--- config.mk ---
export PLATFORM = sky130hd
export DESIGN_NAME = xor_acc_arbiter_flat
export DESIGN_NICKNAME = d
export VERILOG_FILES = /design/src/rtl/xor_acc_arbiter_pkg.sv /design/src/rtl/xor_acc_arbiter_if.sv /design/src/rtl/xor_acc_arbiter_rr_pick.sv /design/src/rtl/xor_acc_arbiter.sv /design/src/flat_wrapper.sv
export SDC_FILE = /design/constraint.sdc
export NUM_CORES = 1
export LEC_CHECK = 0
export BUFFER_PORTS_ARGS = -buffer_cell sky130_fd_sc_hd__buf_2
export CAP_MARGIN = 20
export CORE_AREA = 2 2 91 71
export CTS_CLUSTER_DIAMETER = 100
export DETAILED_ROUTE_END_ITERATION = 16
export DIE_AREA = 0 0 93 73
export RECOVER_POWER = 100
export SLEW_MARGIN = 15
export SYNTH_ARGS = -nofsm -noshare
export SYNTH_HDL_FRONTEND = slang
export SYNTH_SLANG_ARGS = --single-unit
--- constraint.sdc ---
create_clock -name clk -period 2.2 [get_ports clk]
set_clock_uncertainty 0.2 [all_clocks]
set_input_delay 0.44 -clock clk [delete_from_list [all_inputs] [get_ports clk]]
set_output_delay 0.44 -clock clk [all_outputs]
set_load 0.03 [all_outputs]
--- src/rtl/xor_acc_arbiter_pkg.sv ---
// Shared types and constants for the XOR-accumulate arbiter.
package arb_pkg;

    localparam int ARB_N = 4;
    localparam int ARB_W = 8;
    localparam int OPS_W = 16;

    typedef enum logic [1:0] {
        IDLE  = 2'd0,
        GRANT = 2'd1,
        ACK   = 2'd2
    } state_e;

endpackage

--- src/rtl/xor_acc_arbiter_if.sv ---
// Requester-side bus of the arbiter: request/data/clear in, grant/ack/status out.
interface xor_acc_arbiter_if #(
    parameter int N = arb_pkg::ARB_N,
    parameter int W = arb_pkg::ARB_W
);
    import arb_pkg::*;

    localparam int LW = $clog2(N);

    // Handshake: a requester raises req[i] with data[i*W +: W] and holds both
    // stable until it sees ack[i] (one cycle); it then drops req[i]. Dropping
    // req[i] while gnt[i] is high abandons the operation with no ack.
    logic [N-1:0]     req;
    logic [N*W-1:0]   data;
    logic             clr;
    logic [N-1:0]     gnt;
    logic [N-1:0]     ack;
    logic [W-1:0]     acc;
    logic [LW-1:0]    owner;
    logic             busy;
    logic [OPS_W-1:0] ops;
    state_e           dbg_state;

    modport master (
        output req, data, clr,
        input  gnt, ack, acc, owner, busy, ops, dbg_state
    );

    modport slave (
        input  req, data, clr,
        output gnt, ack, acc, owner, busy, ops, dbg_state
    );

endinterface

--- src/rtl/xor_acc_arbiter_rr_pick.sv ---
// Combinational round-robin picker: first set request scanning upward from ptr, with wrap.
module rr_pick #(
    parameter int N  = arb_pkg::ARB_N,
    parameter int LW = $clog2(N)
) (
    input  logic [N-1:0]  i_req,
    input  logic [LW-1:0] i_ptr,
    output logic [LW-1:0] o_win,
    output logic          o_any
);

    logic [LW-1:0] w_idx;

    // Scan from the farthest offset down so the nearest set bit is written last.
    always_comb begin
        o_win = '0;
        w_idx = '0;
        for (int k = N - 1; k >= 0; k--) begin
            w_idx = LW'((int'(i_ptr) + k) % N);
            if (i_req[w_idx]) begin
                o_win = w_idx;
            end
        end
    end

    assign o_any = |i_req;

endmodule

--- src/rtl/xor_acc_arbiter.sv ---
// Round-robin sequencer that is the sole writer of a shared XOR-accumulate register.
module xor_acc_arbiter #(
    parameter int N = arb_pkg::ARB_N,
    parameter int W = arb_pkg::ARB_W
) (
    input  logic              clk,
    input  logic              rst_n,
    xor_acc_arbiter_if.slave  bus
);
    import arb_pkg::*;

    localparam int LW = $clog2(N);

    state_e           r_state;
    state_e           w_state_nxt;
    logic [N-1:0]     r_gnt;
    logic [N-1:0]     r_ack;
    logic [N-1:0]     w_gnt_nxt;
    logic [N-1:0]     w_ack_nxt;
    logic [W-1:0]     r_acc;
    logic [LW-1:0]    r_owner;
    logic [LW-1:0]    r_ptr;
    logic [OPS_W-1:0] r_ops;
    logic [LW-1:0]    w_win;
    logic             w_any;
    logic             w_load_owner;
    logic             w_complete;
    logic             w_rotate;
    logic [W-1:0]     w_word;

    rr_pick #(.N(N), .LW(LW)) u_pick (
        .i_req (bus.req),
        .i_ptr (r_ptr),
        .o_win (w_win),
        .o_any (w_any)
    );

    always_comb begin
        w_word = '0;
        for (int i = 0; i < N; i++) begin
            if (r_owner == LW'(i)) begin
                w_word = bus.data[i*W +: W];
            end
        end
    end

    always_comb begin
        w_state_nxt  = r_state;
        w_gnt_nxt    = r_gnt;
        w_ack_nxt    = r_ack;
        w_load_owner = 1'b0;
        w_complete   = 1'b0;
        w_rotate     = 1'b0;
        unique case (r_state)
            IDLE: begin
                if (w_any) begin
                    w_state_nxt  = GRANT;
                    w_gnt_nxt    = N'(1) << w_win;
                    w_load_owner = 1'b1;
                end
            end
            GRANT: begin
                w_gnt_nxt = '0;
                // A requester that lets go during its grant forfeits the slot.
                if (bus.req[r_owner]) begin
                    w_state_nxt = ACK;
                    w_ack_nxt   = N'(1) << r_owner;
                    w_complete  = 1'b1;
                end else begin
                    w_state_nxt = IDLE;
                end
            end
            ACK: begin
                w_state_nxt = IDLE;
                w_ack_nxt   = '0;
                w_rotate    = 1'b1;
            end
            default: begin
                w_state_nxt = IDLE;
                w_gnt_nxt   = '0;
                w_ack_nxt   = '0;
            end
        endcase
    end

    always_ff @(posedge clk or negedge rst_n) begin
        if (!rst_n) begin
            r_state <= IDLE;
            r_gnt   <= '0;
            r_ack   <= '0;
            r_acc   <= '0;
            r_owner <= '0;
            r_ptr   <= '0;
            r_ops   <= '0;
        end else begin
            r_state <= w_state_nxt;
            r_gnt   <= w_gnt_nxt;
            r_ack   <= w_ack_nxt;
            if (w_load_owner) begin
                r_owner <= w_win;
            end
            if (w_rotate) begin
                r_ptr <= (r_owner == LW'(N - 1)) ? '0 : r_owner + 1'b1;
            end
            if (w_complete) begin
                r_ops <= r_ops + 1'b1;
            end
            // Clear beats a same-cycle fold: the word is dropped, the op still counts.
            if (bus.clr) begin
                r_acc <= '0;
            end else if (w_complete) begin
                r_acc <= r_acc ^ w_word;
            end
        end
    end

    assign bus.gnt       = r_gnt;
    assign bus.ack       = r_ack;
    assign bus.acc       = r_acc;
    assign bus.owner     = r_owner;
    assign bus.ops       = r_ops;
    assign bus.busy      = (r_state != IDLE);
    assign bus.dbg_state = r_state;

endmodule
--- src/flat_wrapper.sv ---
// flat-port wrapper written by rule: the top's interface ports become plain ports
module xor_acc_arbiter_flat import arb_pkg::*;
#(
    parameter int N = arb_pkg::ARB_N,
    parameter int W = arb_pkg::ARB_W
)
  (clk, rst_n, bus_req, bus_data, bus_clr, bus_gnt, bus_ack, bus_acc, bus_owner, bus_busy, bus_ops, bus_dbg_state);
  xor_acc_arbiter_if #(.N(N), .W(W)) bus_i ();
  input  logic clk;
  input  logic rst_n;
  input wire logic [$bits(bus_i.req)-1:0] bus_req;
  input wire logic [$bits(bus_i.data)-1:0] bus_data;
  input wire logic [$bits(bus_i.clr)-1:0] bus_clr;
  output wire logic [$bits(bus_i.gnt)-1:0] bus_gnt;
  output wire logic [$bits(bus_i.ack)-1:0] bus_ack;
  output wire logic [$bits(bus_i.acc)-1:0] bus_acc;
  output wire logic [$bits(bus_i.owner)-1:0] bus_owner;
  output wire logic [$bits(bus_i.busy)-1:0] bus_busy;
  output wire logic [$bits(bus_i.ops)-1:0] bus_ops;
  output wire logic [$bits(bus_i.dbg_state)-1:0] bus_dbg_state;
  assign bus_i.req = bus_req;
  assign bus_i.data = bus_data;
  assign bus_i.clr = bus_clr;
  assign bus_gnt = bus_i.gnt;
  assign bus_ack = bus_i.ack;
  assign bus_acc = bus_i.acc;
  assign bus_owner = bus_i.owner;
  assign bus_busy = bus_i.busy;
  assign bus_ops = bus_i.ops;
  assign bus_dbg_state = bus_i.dbg_state;
  xor_acc_arbiter #(.N(N), .W(W)) u_core (.clk(clk), .rst_n(rst_n), .bus(bus_i));
endmodule
Yosys cells after proc, flatten, opt, wreduce, memory -nomap -nowiden
Cells that the tools add are included.

Add/subtract/negate cells: 5. $lt $le $gt $ge: 5. Eq/ne operators: 7. Shift operators: 2. Multiplexer cells: 33. Bitwise gates (word level): 3. Reductions and logical operators: 7.

Operators with widths (number): 2-to-1 mux 8 bit (6); adder 16 x 1 -> 16 bit (second input constant) (1); one-hot mux 4 bit (2 select lines) (2); < comparator 2 x 3 -> 1 bit (second input constant) (5); 2-to-1 mux 2 bit (7); binary-select mux 1 bit (select 2 bit) (5); 2-to-1 mux 1 bit (10); 2-to-1 mux 4 bit (2); << shifter 1 x 2 -> 4 bit (first input constant) (2); bitwise XOR 8 bit (1); == test 2 bit (second input constant) (3); adder 2 x 1 -> 2 bit (second input constant) (2); adder 2 bit (second input constant) (2); == test 2 x 1 -> 1 bit (second input constant) (2); zero test 2 bit (2); one-hot mux 2 bit (2 select lines) (1); AND reduction 2 bit (2); nonzero test 2 bit (2); OR reduction 4 bit (1); inequality test 2 x 1 -> 1 bit (second input constant) (1); inequality test 2 bit (second input constant) (1); NOT 1 bit (2).

Register bits after elaboration: 38. Bits of input ports: 39. Output and inout port bits: 37. Logic and storage cells: 69.

Longest topological paths before layout
Word-level depth: 10. Depth in mapped cells: 7. Gate-level depth less buffers: 6.

Hierarchy
Synthesis repeated with hierarchy kept, for this count alone.

Cells, all modules: 208. Area, all modules: 2039.5 um2.

By module, submodules not included: xor_acc_arbiter (instances 1, cells an instance 195, area an instance 1961.9 um2, seq. area each 950.9 um2); rr_pick (instances 1, cells an instance 13, area an instance 77.6 um2, seq. area each 0.0 um2).

Least setup slack after synthesis
OpenSTA, ideal clock, no wires.

Kind: reg2reg. From: reg u_core.r_owner[0] (netlist: u_core.bus.owner[0]). To: reg u_core.r_acc[0] (netlist: u_core.bus.acc[0]). Setup time: 0.125 ns. Arrival time: 1.871 ns. Data required time: 1.875 ns. Slack: 0.004 ns. Stages on the path, launching flop included: 7. Path buffers: 0. Clock period less this slack: 2.196 ns. Cell sequence: dfrtp_1 -> inv_1 -> ha_1 -> nor2b_1 -> a22oi_1 -> a211oi_1 -> mux2_2.

Longest elaborated chain between the ends: 8. Elaborated cells between the ends (all ways): 16. Those cells by class: eq/ne: 3; mux: 10; bitwise: 1; reduce/logical: 2.

RTL lines: start, declared (RTL line xor_acc_arbiter.sv:21) `logic [LW-1:0] r_owner;`; start signal, assigned (RTL line xor_acc_arbiter.sv:100) `r_owner <= w_win;`; zero test 2 bit (RTL line xor_acc_arbiter.sv:41) `if (r_owner == LW'(i)) begin`; 2-to-1 mux 8 bit (4 in series) (RTL line xor_acc_arbiter.sv:41); bitwise XOR 8 bit (RTL line xor_acc_arbiter.sv:112) `r_acc <= r_acc ^ w_word;`; 2-to-1 mux 8 bit (RTL line xor_acc_arbiter.sv:111) `end else if (w_complete) begin`; 2-to-1 mux 8 bit (RTL line xor_acc_arbiter.sv:109) `if (bus.clr) begin`; end signal, assigned (RTL line xor_acc_arbiter.sv:112); end, declared (RTL line xor_acc_arbiter.sv:20) `logic [W-1:0] r_acc;`.

Several ways; a longest one is shown, not always the timed one. The select of a mux whose other input is x is not followed. A chain may end at the register's enable or synchronous reset.

Worst setup path after layout
From: reg u_core.r_owner[1] (netlist: u_core.bus.owner[1]). To: reg u_core.r_acc[0] (netlist: u_core.bus.acc[0]).

The elaborated chain is that of the path after synthesis.

==> out/qor.yml <==
run_status:
  outcome: "finished clean"
worst_setup_path:
  cp-end-kind: "register"
  slowest_stage: "dfrtp_1"
  worstPathRequired_ns: 2.17
  reg2reg_depth: 7
  slowest_delay_ns: 0.42
  cp_max_fo: 7
  start_kind: "register"
  crit_buf_inv: 2
  worstPathCellList: "inv_1 > ha_1 > nor2b_1 > buf_4 > a22oi_1 > a211oi_1 > mux2_2"
  critical_path_class: "reg -> reg"
  cp_data_arrival_time_ns: 2.04
  path_delay_family: "flip-flops"
  crit_cells: 7
layout:
  area_growth_pct: 30.1
  n_antenna_cell: 0
  nNetsFinal: 328
  drive_gt1_frac: 0.277
detailed_routing:
  drt_iter0_drc: 60
  via_per_inst: 5.00
  via_count: 1831
  drt_first_pass_iters: 5
  ant_nets: 0
  routed_wl_mm: 5.15
  drc: 0
  wl_per_cell_um: 14.1
synth:
  async_flop_share: 1.00
  syn_area_mm2: 0.00209
  synth-seq-cells: 38
  avgSynthCellArea_um2: 10.7
  yosysTopAreaCell: "dfrtp_1"
  synth_top_area_frac: 0.455
  synth_commonest_cells: "dfrtp_1 (38), nand2_1 (16), nor2_1 (16)"
  yosys_most_used_dff: "dfrtp_1"
  synth_cells: 195
  yosysMostFrequentCell: "dfrtp_1"
  synth_cell_type_count: 43
  seq_area_frac_synth: 0.455
  synth-edff-count: 0
  synth.area.top_cells: "dfrtp_1 (45%), xnor2_1 (5.0%), mux2_4 (3.6%)"
  yosys_warnings: 0
  syn_nets: 239
sta:
  final_max_slew_viol_count: 0
  fmax_mhz: 483
  period_needed_ns: 2.07
  rsz0062_at_grt: "true"
  worst_pin_slew_ns: 1.06
  period_share: 0.941
  holdWs_ns: 0.296
  relSlewSlack: 0.294
  finalSetupViolations: 0
  setup_ws_ns: 0.130
  hold_viol: 0
placed_design:
  place_hpwl_mm: 3.95
  gp_congestion: 0.779
  pre_cts_ws_ns: 0.0822
  numPortBuffers: 75
clock_tree:
  insertion_delay_ns: 0.29
  cts_made_buffers: 5
  htree_levels: 2
  cts_max_path_buffers: 2
  root_buffer: "clkbuf_8"
  clkTransAtPathRegs_ns: 0.08
  cts_tree: "done"
  clkSinkCount: 38
die:
  rows: 25
  die_y_um: 73
  die_w_um: 93
  initial_utilization: 0.348
  core-area_mm2: 0.00601
  pin_count: 76
  die_area_mm2: 0.00679
power:
  leakage_nw: 1.24
  vdd_drop_max_v: 0.000617
  power_w: 0.00370
  p_per_area_mw_per_mm2: 1360
min_path:
  min_path_cells: 1
  hold_path_class: "reg -> reg"
global_routing:
  grt_pass1_vias: 1600
  antenna_found_initial: 0
  grt_pass1_wl_mm: 8.14
  grt-ovfl-total: 0
  track_usage: 0.155
  grt_max_degree: 20
run:
  cap_violations: 0
## cell families after synthesis
kind of cell | Yosys count | synth area share
simple gates | 75 | 0.193
compound gates | 38 | 0.146
flops | 38 | 0.455
xor+xnor | 15 | 0.0628
mux | 13 | 0.0826
buf+inv | 11 | 0.0311
fa+ha+maj | 5 | 0.0299
## routing by layer
layer,part of all wire,wire (um),global-route usage
met5,0,0,0
met4,0.0091,47,0.0392
met3,0.075,387,0.0393
met2,0.42,2150,0.231
met1,0.50,2560,0.225
## stage by stage
step	utilization	setup TNS [ns]	instances	instance area, um^2
floorplan	-	0	195	2090
global placement	0.433	0	355	2600
detailed placement	0.433	0	355	2600
CTS	0.458	0	364	2750
global route	0.453	-0.000589	366	2720
finish	0.453	0	366	2720
## power breakdown
| part | leakage, nW | internal [W] | switching (W) |
|---|---|---|---|
| combinational | 0.664 | 0.000687 | 0.00120 |
| sequential | 0.508 | 0.000903 | 0.000178 |
| clock | 0.0714 | 0.000484 | 0.000255 |
| total | 1.24 | 0.00207 | 0.00163 |
## repair_timing
| action | in CTS | in global routing |
|---|---|---|
| resized for setup | 0 | 3 |
| hold endpoints to repair | 17 | 0 |
| hold buffers | 1 | 0 |
| buffers inserted | 0 | 2 |
| endpoints found under the setup margin | 0 | 8 |
## registers in the layout, indices dropped and copies added, names as in the netlist
name / cells
u_core.bus.acc: 8
u_core.bus.ack: 4
u_core.bus.dbg_state: 2
u_core.bus.gnt: 4
u_core.bus.ops: 16
u_core.bus.owner: 2
u_core.r_ptr: 2
## area by class of cell
cell class / instances / area (um^2)
well taps: 81 / 101
repair buffers: 89 / 425
clock inverters: 2 / 60.1
multi-input cells: 146 / 1080
inverters: 4 / 15.0
clock buffers: 6 / 82.6
flip-flops and latches: 38 / 951
fillers: 620 / 3290
## cell usage in the layout (no fill, tap or decap), types with 2 or more instances in the layout
cell type,Yosys,layout
clkbuf_8,0,6
a32o_1,4,4
bufinv_16,0,2
mux2_2,4,4
nor3b_1,2,2
o22ai_1,7,7
ha_1,5,5
nor2b_1,10,10
buf_2,0,38
nand2b_1,4,3
nand3_1,9,9
buf_4,0,9
a211oi_2,5,6
mux2i_1,3,3
mux2_4,5,5
clkbuf_1,5,38
a22oi_1,7,7
clkbuf_2,0,3
a21oi_1,4,4
nand4_1,7,7
inv_1,4,4
xnor2_1,12,12
and3_1,3,3
nand2_1,16,16
dfrtp_1,38,38
nor2_1,16,15
xor2_1,3,3
## worst paths after layout
kind                                startpoint                 end  slack [ns]
setup / recovery           u_core.bus.owner[1]   u_core.bus.acc[0]        0.13
hold / removal              u_core.bus.ops[15]  u_core.bus.ops[15]        0.30
setup reg to reg           u_core.bus.owner[1]   u_core.bus.acc[0]        0.13
hold reg to reg             u_core.bus.ops[15]  u_core.bus.ops[15]        0.30
max in group asynchronous                rst_n   u_core.bus.ack[0]        0.26
min in group asynchronous                rst_n  u_core.bus.ops[14]        0.65
No activity file was read; power rests on OpenSTA's default activity.
